$ cat src/rtl/ram_stream_reader.sv
// ram_stream_reader
//   Read-side sequencer for the pipelined operand RAM. It accepts a burst
//   command (base, length) and drives the RAM read address at up to one read
//   per cycle. It tracks the fixed RAM read latency and returns the words as a
//   valid/ready stream through a small first-word-fall-through skid FIFO.
//   Reads are only issued while FIFO space is guaranteed, so downstream
//   backpressure can never drop a word.
//
// Build option:
//   RAM_STREAM_READER_WRAP_EN
//     defined   : the address wraps from DEPTH-1 to 0 and any length up to
//                 DEPTH is accepted. err is tied to 0.
//     undefined : a burst that would run past DEPTH-1 is rejected and err
//                 pulses for one cycle.
//
// Ports:
//   clk, rst            clock, synchronous active-high reset
//   cmd_valid/cmd_ready command handshake (ready only while idle)
//   cmd_base, cmd_len   first address and word count (0..DEPTH)
//   ram_addrb           registered RAM read address
//   ram_doutb           RAM read data, RD_LAT cycles after the address
//   out_valid/out_ready output stream handshake
//   out_data, out_last  head word of the FIFO and its end-of-burst flag
//   busy                high whenever a burst is active
//   err                 one-cycle pulse for a rejected command
module ram_stream_reader #(
    parameter int DATA_W     = 272,
    parameter int ADDR_W     = 8,
    parameter int DEPTH      = 141,
    parameter int RD_LAT     = 3,
    parameter int FIFO_DEPTH = 5
) (
    input  logic              clk,
    input  logic              rst,
    input  logic              cmd_valid,
    output logic              cmd_ready,
    input  logic [ADDR_W-1:0] cmd_base,
    input  logic [ADDR_W-1:0] cmd_len,
    output logic [ADDR_W-1:0] ram_addrb,
    input  logic [DATA_W-1:0] ram_doutb,
    output logic              out_valid,
    input  logic              out_ready,
    output logic [DATA_W-1:0] out_data,
    output logic              out_last,
    output logic              busy,
    output logic              err
);

    localparam int PTR_W = (FIFO_DEPTH > 1) ? $clog2(FIFO_DEPTH) : 1;
    localparam int CNT_W = $clog2(FIFO_DEPTH + 1);
    // One tracker stage per cycle from the address being on ram_addrb up to
    // the cycle its data is captured, so a read counts as in flight until
    // the moment it lands in the FIFO.
    localparam int TRK_N = RD_LAT + 1;
    localparam int INF_W = $clog2(TRK_N + 1);
    localparam logic [ADDR_W:0] DEPTH_L = (ADDR_W + 1)'(DEPTH);

    typedef enum logic [1:0] {S_IDLE, S_ISSUE, S_DRAIN} state_t;

    state_t              state_q, state_d;
    logic [ADDR_W-1:0]   addr_q;
    logic [ADDR_W-1:0]   rem_q;
    logic [TRK_N-1:0]    vld_q;
    logic [TRK_N-1:0]    lst_q;
    logic [DATA_W:0]     fifo_mem [FIFO_DEPTH];   // {last, data}
    logic [PTR_W-1:0]    wr_ptr_q, rd_ptr_q;
    logic [CNT_W-1:0]    cnt_q;

    logic                cmd_fire, cmd_legal, start;
    logic                issue, issue_last, push, pop, credit_ok;
    logic [ADDR_W-1:0]   issue_addr;
    logic [INF_W-1:0]    inflight;
    logic [31:0]         occupancy;

    function automatic logic [ADDR_W-1:0] addr_inc(input logic [ADDR_W-1:0] a);
`ifdef RAM_STREAM_READER_WRAP_EN
        return (a == ADDR_W'(DEPTH - 1)) ? '0 : a + ADDR_W'(1);
`else
        return a + ADDR_W'(1);
`endif
    endfunction

    function automatic logic [PTR_W-1:0] ptr_inc(input logic [PTR_W-1:0] p);
        return (p == PTR_W'(FIFO_DEPTH - 1)) ? '0 : p + PTR_W'(1);
    endfunction

    // ---------------- command qualification ----------------
    assign cmd_fire = cmd_valid && (state_q == S_IDLE);

`ifdef RAM_STREAM_READER_WRAP_EN
    assign cmd_legal = ({1'b0, cmd_base} < DEPTH_L) && ({1'b0, cmd_len} <= DEPTH_L);
    assign err       = 1'b0;
`else
    logic [ADDR_W:0] cmd_end;
    logic            err_q;

    assign cmd_end   = {1'b0, cmd_base} + {1'b0, cmd_len};
    assign cmd_legal = ({1'b0, cmd_base} < DEPTH_L) && (cmd_end <= DEPTH_L);
    assign err       = err_q;

    always_ff @(posedge clk) begin
        if (rst) err_q <= 1'b0;
        else     err_q <= cmd_fire && !cmd_legal;
    end
`endif

    // A legal nonzero command issues its first read on the accepting edge,
    // which puts the base address on ram_addrb in the following cycle.
    assign start = cmd_fire && cmd_legal && (cmd_len != '0);

    // ---------------- credit ----------------
    always_comb begin
        inflight = '0;
        for (int i = 0; i < TRK_N; i++) inflight = inflight + INF_W'(vld_q[i]);
    end

    assign out_valid = (cnt_q != '0);
    assign pop       = out_valid && out_ready;
    assign push      = vld_q[TRK_N-1];

    // The slot freed by this cycle's pop is reusable; everything else is
    // counted from registered state, so the FIFO can never overflow.
    assign occupancy = 32'(cnt_q) + 32'(inflight) - {31'd0, pop};
    assign credit_ok = (occupancy < 32'(FIFO_DEPTH));

    assign issue      = start || ((state_q == S_ISSUE) && credit_ok);
    assign issue_addr = start ? cmd_base : addr_inc(addr_q);
    assign issue_last = start ? (cmd_len == ADDR_W'(1)) : (rem_q == ADDR_W'(1));

    // ---------------- FSM ----------------
    always_ff @(posedge clk) begin
        if (rst) state_q <= S_IDLE;
        else     state_q <= state_d;
    end

    always_comb begin
        state_d = state_q;
        case (state_q)
            S_IDLE:  if (start) state_d = (cmd_len == ADDR_W'(1)) ? S_DRAIN : S_ISSUE;
            S_ISSUE: if (issue && (rem_q == ADDR_W'(1))) state_d = S_DRAIN;
            S_DRAIN: if ((inflight == '0) && pop && out_last) state_d = S_IDLE;
            default: state_d = S_IDLE;
        endcase
    end

    always_comb begin
        cmd_ready = (state_q == S_IDLE);
        busy      = (state_q != S_IDLE);
    end

    // ---------------- address, length, latency tracker ----------------
    always_ff @(posedge clk) begin
        if (rst) begin
            addr_q <= '0;
            rem_q  <= '0;
            vld_q  <= '0;
            lst_q  <= '0;
        end else begin
            if (issue) begin
                addr_q <= issue_addr;
                rem_q  <= (start ? cmd_len : rem_q) - ADDR_W'(1);
            end
            vld_q <= {vld_q[TRK_N-2:0], issue};
            lst_q <= {lst_q[TRK_N-2:0], issue && issue_last};
        end
    end

    assign ram_addrb = addr_q;

    // ---------------- skid FIFO ----------------
    always_ff @(posedge clk) begin
        if (push) fifo_mem[wr_ptr_q] <= {lst_q[TRK_N-1], ram_doutb};
    end

    always_ff @(posedge clk) begin
        if (rst) begin
            wr_ptr_q <= '0;
            rd_ptr_q <= '0;
            cnt_q    <= '0;
        end else begin
            if (push) wr_ptr_q <= ptr_inc(wr_ptr_q);
            if (pop)  rd_ptr_q <= ptr_inc(rd_ptr_q);
            case ({push, pop})
                2'b10:   cnt_q <= cnt_q + CNT_W'(1);
                2'b01:   cnt_q <= cnt_q - CNT_W'(1);
                default: cnt_q <= cnt_q;
            endcase
        end
    end

    // Head entry is gated so the outputs read zero whenever the FIFO is empty.
    assign out_data = out_valid ? fifo_mem[rd_ptr_q][DATA_W-1:0] : '0;
    assign out_last = out_valid ? fifo_mem[rd_ptr_q][DATA_W]     : 1'b0;

endmodule

$ cat config.mk
export PLATFORM = sky130hd
export DESIGN_NAME = ram_stream_reader
export DESIGN_NICKNAME = d
export VERILOG_FILES = /design/src/rtl/ram_stream_reader.sv
export SDC_FILE = /design/constraint.sdc
export NUM_CORES = 1
export LEC_CHECK = 0
export CAP_MARGIN = 10
export CORE_ASPECT_RATIO = 0.6
export CORE_MARGIN = 8
export CORE_UTILIZATION = 51
export CTS_BUF_LIST = sky130_fd_sc_hd__clkbuf_16
export CTS_CLUSTER_SIZE = 8
export DETAILED_ROUTE_END_ITERATION = 10
export GPL_TIMING_DRIVEN = 1
export MAX_ROUTING_LAYER = met4
export PLACE_DENSITY = 0.76
export SETUP_SLACK_MARGIN = 0.4
export SLEW_MARGIN = 20
export SYNTH_ARGS = -nofsm -noshare
export SYNTH_HDL_FRONTEND = slang
export SYNTH_SLANG_ARGS = --single-unit
$ cat constraint.sdc
create_clock -name clk -period 21.1 [get_ports clk]
set_clock_uncertainty 0.05 [all_clocks]
set_input_delay 5.275 -clock clk [delete_from_list [all_inputs] [get_ports clk]]
set_output_delay 5.275 -clock clk [all_outputs]
set_load 0.03 [all_outputs]
==> reports/metrics.yaml, run 1 <==
logic_synthesis:
  yosysSeqAreaShare_pct: 77.5
  muxShareOfSynthArea_pct: 16.6
  synth_top_family_by_area: "multiplexers"
  avgSynthCellArea_sq_um: 20.7
  synth_edf_count: 1365
  synth_nets: 2923
  ys_ff_latch: 1404
  synth_compound_area_share_pct: 0.847
  synth_cells: 2604
  synth_top_cell_area_share_pct: 76.0
  synth_simple_gate_area_share_pct: 2.89
  synth_xor_area_share_pct: 0.357
  post_synth_num_cell_types: 56
  ys.flop_type: "edfxtp_1"
  netlist_area_sq_mm: 0.0539
  yosys.area_share.adder_pct: 0.682
  yosysTopAreaCell: "edfxtp_1"
  synth.top_cells.by_area: "edfxtp_1, mux4_2, mux2i_1, nor2_1, dfxtp_1"
  async_flop_share_pct: 0
  ys_warn_count: 0
die:
  start_util_pct: 51.4
  die_x_microns: 436
  core_sq_mm: 0.105
  io_pins: 577
  die_area_sq_mm: 0.117
  fp-row-count: 92
  die_y_microns: 268
final_layout:
  fin_cells: 4769
  seq_area_sq_mm: 0.0418
  layout-drive-gt1-share_pct: 16.3
  areaGrowthSynthToFinish_pct: 23.7
  n_fill_cell: 6932
  multi_input_area_sq_mm: 0.0115
  design.final.nets: 3605
power:
  p_per_area_mw_per_mm2: 90.8
  peakVddDrop_mv: 0.0851
  p_leak_nw: 20.5
sta:
  setup_viol: 0
  slew_headroom_pct: 16.2
  fin_crit_ns: 10.47
  finalCritPeriodShare_pct: 49.6
  rsz0062_at_grt: "false"
  worst_slew_pin_slew_ns: 1.26
  max_freq_mhz: 95.5
  fin_setup_tns_ns: 0
  drv_slew: 0
  finalHoldViolations: 0
global_route:
  antenna_found_initial: 29
  grt_use_total_pct: 21.2
  grt_pass1_wl_microns: 183000
  overflow: 0
  grt_pass1_vias: 28900
  grt_max_degree: 162
worst_hold_path:
  hold_path_class: "flop to flop"
  hp-start: "lst_q[2]"
  holdPathEnd: "lst_q[3]"
  whs_path_depth: 1
outcome:
  status: "finished, final reports clean"
routing:
  antenna_left: 0
  wl_per_cell_microns: 25.9
  wl_microns: 124000
  drc_errors: 0
  drt-initial-drc-count: 2173
  drt-pass1-iter-count: 6
  routed_via_density: 5.72
  vias: 27300
worst_setup_path:
  start_kind: "flop"
  crit_arrival_ns: 5.14
  crit_fanout: 127
  crit_path_end_kind: "primary output"
  r2r-end: "rem_q[6]"
  crit_required_ns: 15.78
  critPathKind: "flop to primary output"
  r2r-start: "cnt_q[0]"
  r2r_setup_slack_ns: 16.40
  reg2regPathDepth: 16
job:
  cap_violations: 0
clock_network:
  clkSlewWorstSetupHoldPaths_ns: 0.05
  cts.sinks: 1404
  clk_latency_ns: 0.77
  cts_root_buf: "clkbuf_16"
  ctsHoldBuffers: 0
  cts_buffers: 193
  cts.path.max_buffers: 3
  h-tree-depth: 4
  cts_tree: "yes"
  post-cts-setup-buffers: 0
  cts_resized: 0
placement:
  hpwl_microns: 71500
  io_buffers: 576
  dpl.cell_count: 4500
  gp_congestion: 0.829
-- cell usage after synthesis, types with 2 or more instances --
cell / count
a211oi_1: 16
a21boi_0: 3
a21o_1: 3
a21oi_1: 11
a21oi_2: 2
a221o_1: 2
a22oi_1: 3
and2_1: 2
and3_1: 4
buf_1: 47
buf_2: 14
buf_6: 3
clkbuf_1: 64
dfxtp_1: 39
edfxtp_1: 1365
fa_1: 4
ha_1: 23
inv_1: 30
mux2i_1: 276
mux4_2: 273
nand2_1: 13
nand3_1: 7
nand3b_1: 3
nand4_1: 2
nor2_1: 314
nor2b_1: 9
nor3_1: 10
nor4_1: 4
o21a_1: 2
o21ai_0: 6
o21ai_1: 2
o22ai_1: 2
o31ai_1: 2
or3_1: 2
xnor2_1: 10
xor2_1: 12
-- kinds of logic (layout without fill, tap and decap cells) --
logic type / Yosys count / after routing
other cells: 0 / 34
simple gates: 379 / 379
compound gates: 63 / 63
xor+xnor: 22 / 22
mux: 550 / 550
fa+ha+maj: 27 / 27
buf+inv: 159 / 880
flops: 1404 / 1404
-- power by group --
group          switching, mW  leakage, nW  total (mW)  internal (mW)
Combinational          0.136         5.27       0.255          0.119
Clock                   1.06         2.66        2.72           1.65
Sequential           0.00805         12.6        3.08           3.07
Total                   1.21         20.5        6.05           4.85
-- routing by layer --
metal | track usage (%) | part of all wire (%) | up-vias
met2 | 34.3 | 51 | 958
li1 | - | - | 11900
met5 | - | 0 | -
met1 | 26.6 | 40 | 14200
met3 | 4.39 | 5.8 | 222
met4 | 8.19 | 2.9 | 0
-- critical path, stage by stage (launching register included) --
cell and delay [ns]:
dfxtp_4 0.93, buf_12 0.67, buf_4 0.98, mux2i_1 0.20, nor2_1 0.28, clkdlybuf4s50_1 0.75
-- sequential cells by signal, summed over array words and instances (netlist names), named ones only --
signal / cells
fifo_mem: 1365
ram_addrb: 8
rem_q: 8
lst_q: 4
vld_q: 4
cnt_q: 3
rd_ptr_q: 3
wr_ptr_q: 3
state_q: 2
err: 1
-- cell type report --
type | instances | share of cell area [%]
antenna | 34 | 0.128
clock buffer | 200 | 7.51
clock inverter | 34 | 0.330
inverter | 30 | 0.169
multi-input combinational | 1041 | 17.3
sequential | 1404 | 62.7
tap | 1410 | 2.65
timing repair buffer | 616 | 9.22
-- metrics by stage --
stage / hold slack, ns / setup WS [ns] / util, % / power, mW / cell area [sq um]
finish: 0.387 / 10.63 / 63.6 / 6.05 / 66700
floorplan: 0.364 / 0.928 / - / 3.25 / 53900
global placement: 0.375 / 11.55 / 58.5 / 3.38 / 61300
CTS: 0.388 / 10.68 / 63.5 / 6.12 / 66500
global route: 0.413 / 10.55 / 63.6 / 6.25 / 66600
detailed placement: 0.376 / 11.54 / 58.5 / 3.39 / 61300
-- cell usage in the layout (no fill, tap or decap), types with 3 or more instances in the layout --
| cell type | instances |
|---|---|
| mux4_2 | 273 |
| a21oi_1 | 11 |
| edfxtp_1 | 1365 |
| dfxtp_1 | 36 |
| nand2_1 | 13 |
| clkbuf_16 | 200 |
| nor3_1 | 7 |
| diode_2 | 34 |
| nor3_2 | 3 |
| fa_1 | 4 |
| nand3_1 | 7 |
| xnor2_1 | 10 |
| nand3b_1 | 3 |
| inv_1 | 55 |
| dfxtp_4 | 3 |
| xor2_1 | 12 |
| buf_12 | 5 |
| ha_1 | 23 |
| a211oi_1 | 16 |
| clkdlybuf4s50_1 | 576 |
| mux2i_1 | 276 |
| buf_4 | 34 |
| o21ai_0 | 6 |
| a21boi_0 | 3 |
| nor2_1 | 312 |
| nor2b_1 | 9 |
| nor4_1 | 4 |
| a21o_1 | 3 |
| and3_1 | 4 |
| inv_6 | 4 |
-- worst max-delay path by stage --
stage	end
after floorplan	fifo_mem[0][0]
after global placement	rem_q[6]
after detailed placement	out_data[124]
after CTS	out_data[124]
after global routing	out_data[8]
final	out_data[130]
No activity file was read; power rests on OpenSTA's default activity.
==> run 2: changes to the inputs <==
Clock period 21.1 ns to 8.95 ns, I/O delays scaled along.
==> run 2 against run 1 <==
Cell area barely moved. Count of clock-buffer cells in the layout fell by 1. Wire length rose by 0.34%. Clock power rose by 130%. Worst setup slack got worse by 8.1 ns. Critical endpoint is now out_data[34]. Highest routed layer unchanged.
==> reports/metrics.yaml, run 2 (same netlist as run 1, synthesis figures left out) <==
power:
  p_leak_nw: 20.5  # +0.14%
  power.internal_mw: 11.4  # +140%
  p_per_area_mw_per_mm2: 214  # +140%
  pwr-share-clk_pct: 44.8  # about the same
  peakVddDrop_mv: 0.166  # +95%
  switchingPower_mw: 2.84  # +140%
  swShare_pct: 19.9  # -0.028 points
  sequentialPowerShare_pct: 51.0  # about the same
  p_comb_share_pct: 4.2  # about the same
worst_setup_path:
  crit_path_end_kind: "primary output"
  start_kind: "flop"
  crit_required_ns: 6.66  # -9.12 ns
  reg2regPathDepth: 17  # +1
  crit_arrival_ns: 4.14  # -1.00 ns
  r2r-end: "rem_q[6]"
  r2r_setup_slack_ns: 3.63  # -12.77 ns
  critPathKind: "flop to primary output"
  crit_fanout: 60  # -53%
  r2r-start: "cnt_q[0]"
global_route:
  antenna_found_initial: 15  # -48%
  grt_pass1_wl_microns: 185000  # +1.1%
  grt_max_degree: 170  # +4.9%
  grt_use_total_pct: 21.4  # +0.23 points
  grt_pass1_vias: 29100  # +0.47%
  overflow: 0  # unchanged
clock_network:
  cts.path.max_buffers: 3  # unchanged
  cts_tree: "yes"
  ctsHoldBuffers: 0  # unchanged
  clkSlewWorstSetupHoldPaths_ns: 0.05  # about the same
  cts_root_buf: "clkbuf_16"
  cts_resized: 0  # unchanged
  h-tree-depth: 4  # unchanged
  clk_latency_ns: 0.77  # about the same
  cts_buffers: 193  # unchanged
  cts.sinks: 1404  # unchanged
  post-cts-setup-buffers: 0  # unchanged
final_layout:
  layout_commonest_cell: "edfxtp_1"
  multi_input_area_sq_mm: 0.0116  # +0.11%
  final_cell_mix: "edfxtp_1, clkdlybuf4s50_1, nor2_1"
  layout-drive-gt1-share_pct: 16.2  # -0.059 points
  seq_area_sq_mm: 0.0418  # unchanged
  design_area_sq_mm: 0.0667  # about the same
  n_fill_cell: 6873  # -0.85%
  largest_register_ffs: 1365  # unchanged
  design.final.nets: 3605  # unchanged
  largest_register: "fifo_mem"
  areaGrowthSynthToFinish_pct: 23.7  # about the same
die:
  start_util_pct: 51.4  # unchanged
  die_y_microns: 268  # unchanged
  io_pins: 577  # unchanged
  fp-row-count: 92  # unchanged
  core_sq_mm: 0.105  # unchanged
  die_area_sq_mm: 0.117  # unchanged
  die_x_microns: 436  # unchanged
placement:
  hpwl_microns: 71900  # +0.58%
  place_ws_ns: 1.95  # -9.59 ns
  io_buffers: 576  # unchanged
  gp_congestion: 0.840  # +1.3%
  dpl_cell_area_sq_mm: 0.0614  # +0.10%
routing:
  wl_per_cell_microns: 26.1  # +0.61%
  drt-pass1-iter-count: 5  # -1
  antenna_left: 0  # unchanged
  drc_errors: 0  # unchanged
  routed_via_density: 5.74  # +0.40%
  drt-initial-drc-count: 2192  # +0.87%
  vias: 27300  # +0.13%
  wl_microns: 124000  # +0.34%
sta:
  slew_headroom_pct: 21.4  # +5.1 points
  fin_ws_ns: 2.52  # -8.11 ns
  fin_crit_ns: 6.43
  max_freq_mhz: 155
  worst_slew_pin_slew_ns: 1.18  # -0.0770 ns
  finalCritPeriodShare_pct: 71.9
  setup_viol: 0  # unchanged
  rsz0062_at_grt: "false"
  finalHoldViolations: 0  # unchanged
  drv_slew: 0  # unchanged
worst_hold_path:
  hold_path_class: "flop to flop"
  holdPathEnd: "lst_q[1]"
  whs_path_depth: 1  # unchanged
  hp-start: "lst_q[0]"
job:
  cap_violations: 0  # unchanged
outcome:
  status: "finished, final reports clean"
==> run 2: cell count changes in the layout (fill, tap and decap cells not counted), moves of 2 or more <==
cell,change
nor3_4,+2
inv_1,+7
nor3_2,-2
buf_12,+4
buf_4,-4
clkinv_8,+2
diode_2,-19
==> run 2: worst max-delay path, stage by stage, from the launching register on <==
cell	delay, ns
dfxtp_4	1.05
buf_4	0.87
mux4_2	0.35
mux2i_1	0.06
nor2_1	0.28
clkdlybuf4s50_1	0.74
==> run 2: final cells by class <==
type,count,area share (%)
flip-flops and latches,1404,62.7
repair buffers,616,9.30
clock inverters,41,0.375
diodes,15,0.0563
multi-input cells,1041,17.3
inverters,30,0.169
well taps,1410,2.65
clock buffers,199,7.47
==> run 2: how the worst max path moves through the flow <==
stage | cells after the start | start | end | slack, ns
floorplan | 4 | vld_q[3] | fifo_mem[1][0] | -4.00
global placement | 17 | cmd_len[0] | rem_q[6] | 1.92
detailed placement | 17 | cmd_len[0] | rem_q[6] | 1.95
CTS | 5 | flop | out_data[34] | 2.38
global route | 5 | flop | out_data[34] | 2.35
finish | 5 | flop | out_data[34] | 2.52
==> run 2: power groups by stage <==
| stage | Sequential [mW] | Combinational [mW] | Clock, mW |
|---|---|---|---|
| 3_5_place_dp | 7.39 | 0.606 | 0 |
| 6_report | 7.27 | 0.604 | 6.38 |
| 3_3_place_gp | 7.38 | 0.587 | 0 |
| 4_1_cts | 7.27 | 0.609 | 6.52 |
| 5_1_grt | 7.26 | 0.646 | 6.78 |
| 2_1_floorplan | 7.40 | 0.265 | 0 |
==> run 2: metal layers <==
metal / global-route usage [%] / routed length (microns) / vias up
met1: 27.4 / 50000 / 14400
met5: - / 0 / -
met2: 35.1 / 64200 / 955
li1: - / - / 11800
met4: 6.22 / 2360 / 0
met3: 4.50 / 7370 / 145
==> run 2: metrics by stage <==
step	std cells	setup TNS, ns	total power [mW]	hold WS, ns	util [%]
final	4756	0	14.3	0.398	63.6
after global routing	4756	0	14.7	0.424	63.6
after CTS	4740	0	14.4	0.413	63.5
after detailed placement	4500	0	7.99	0.401	58.5
after global placement	4500	0	7.97	0.378	58.5
after floorplan	2604	-4552.79	7.66	0.364	-
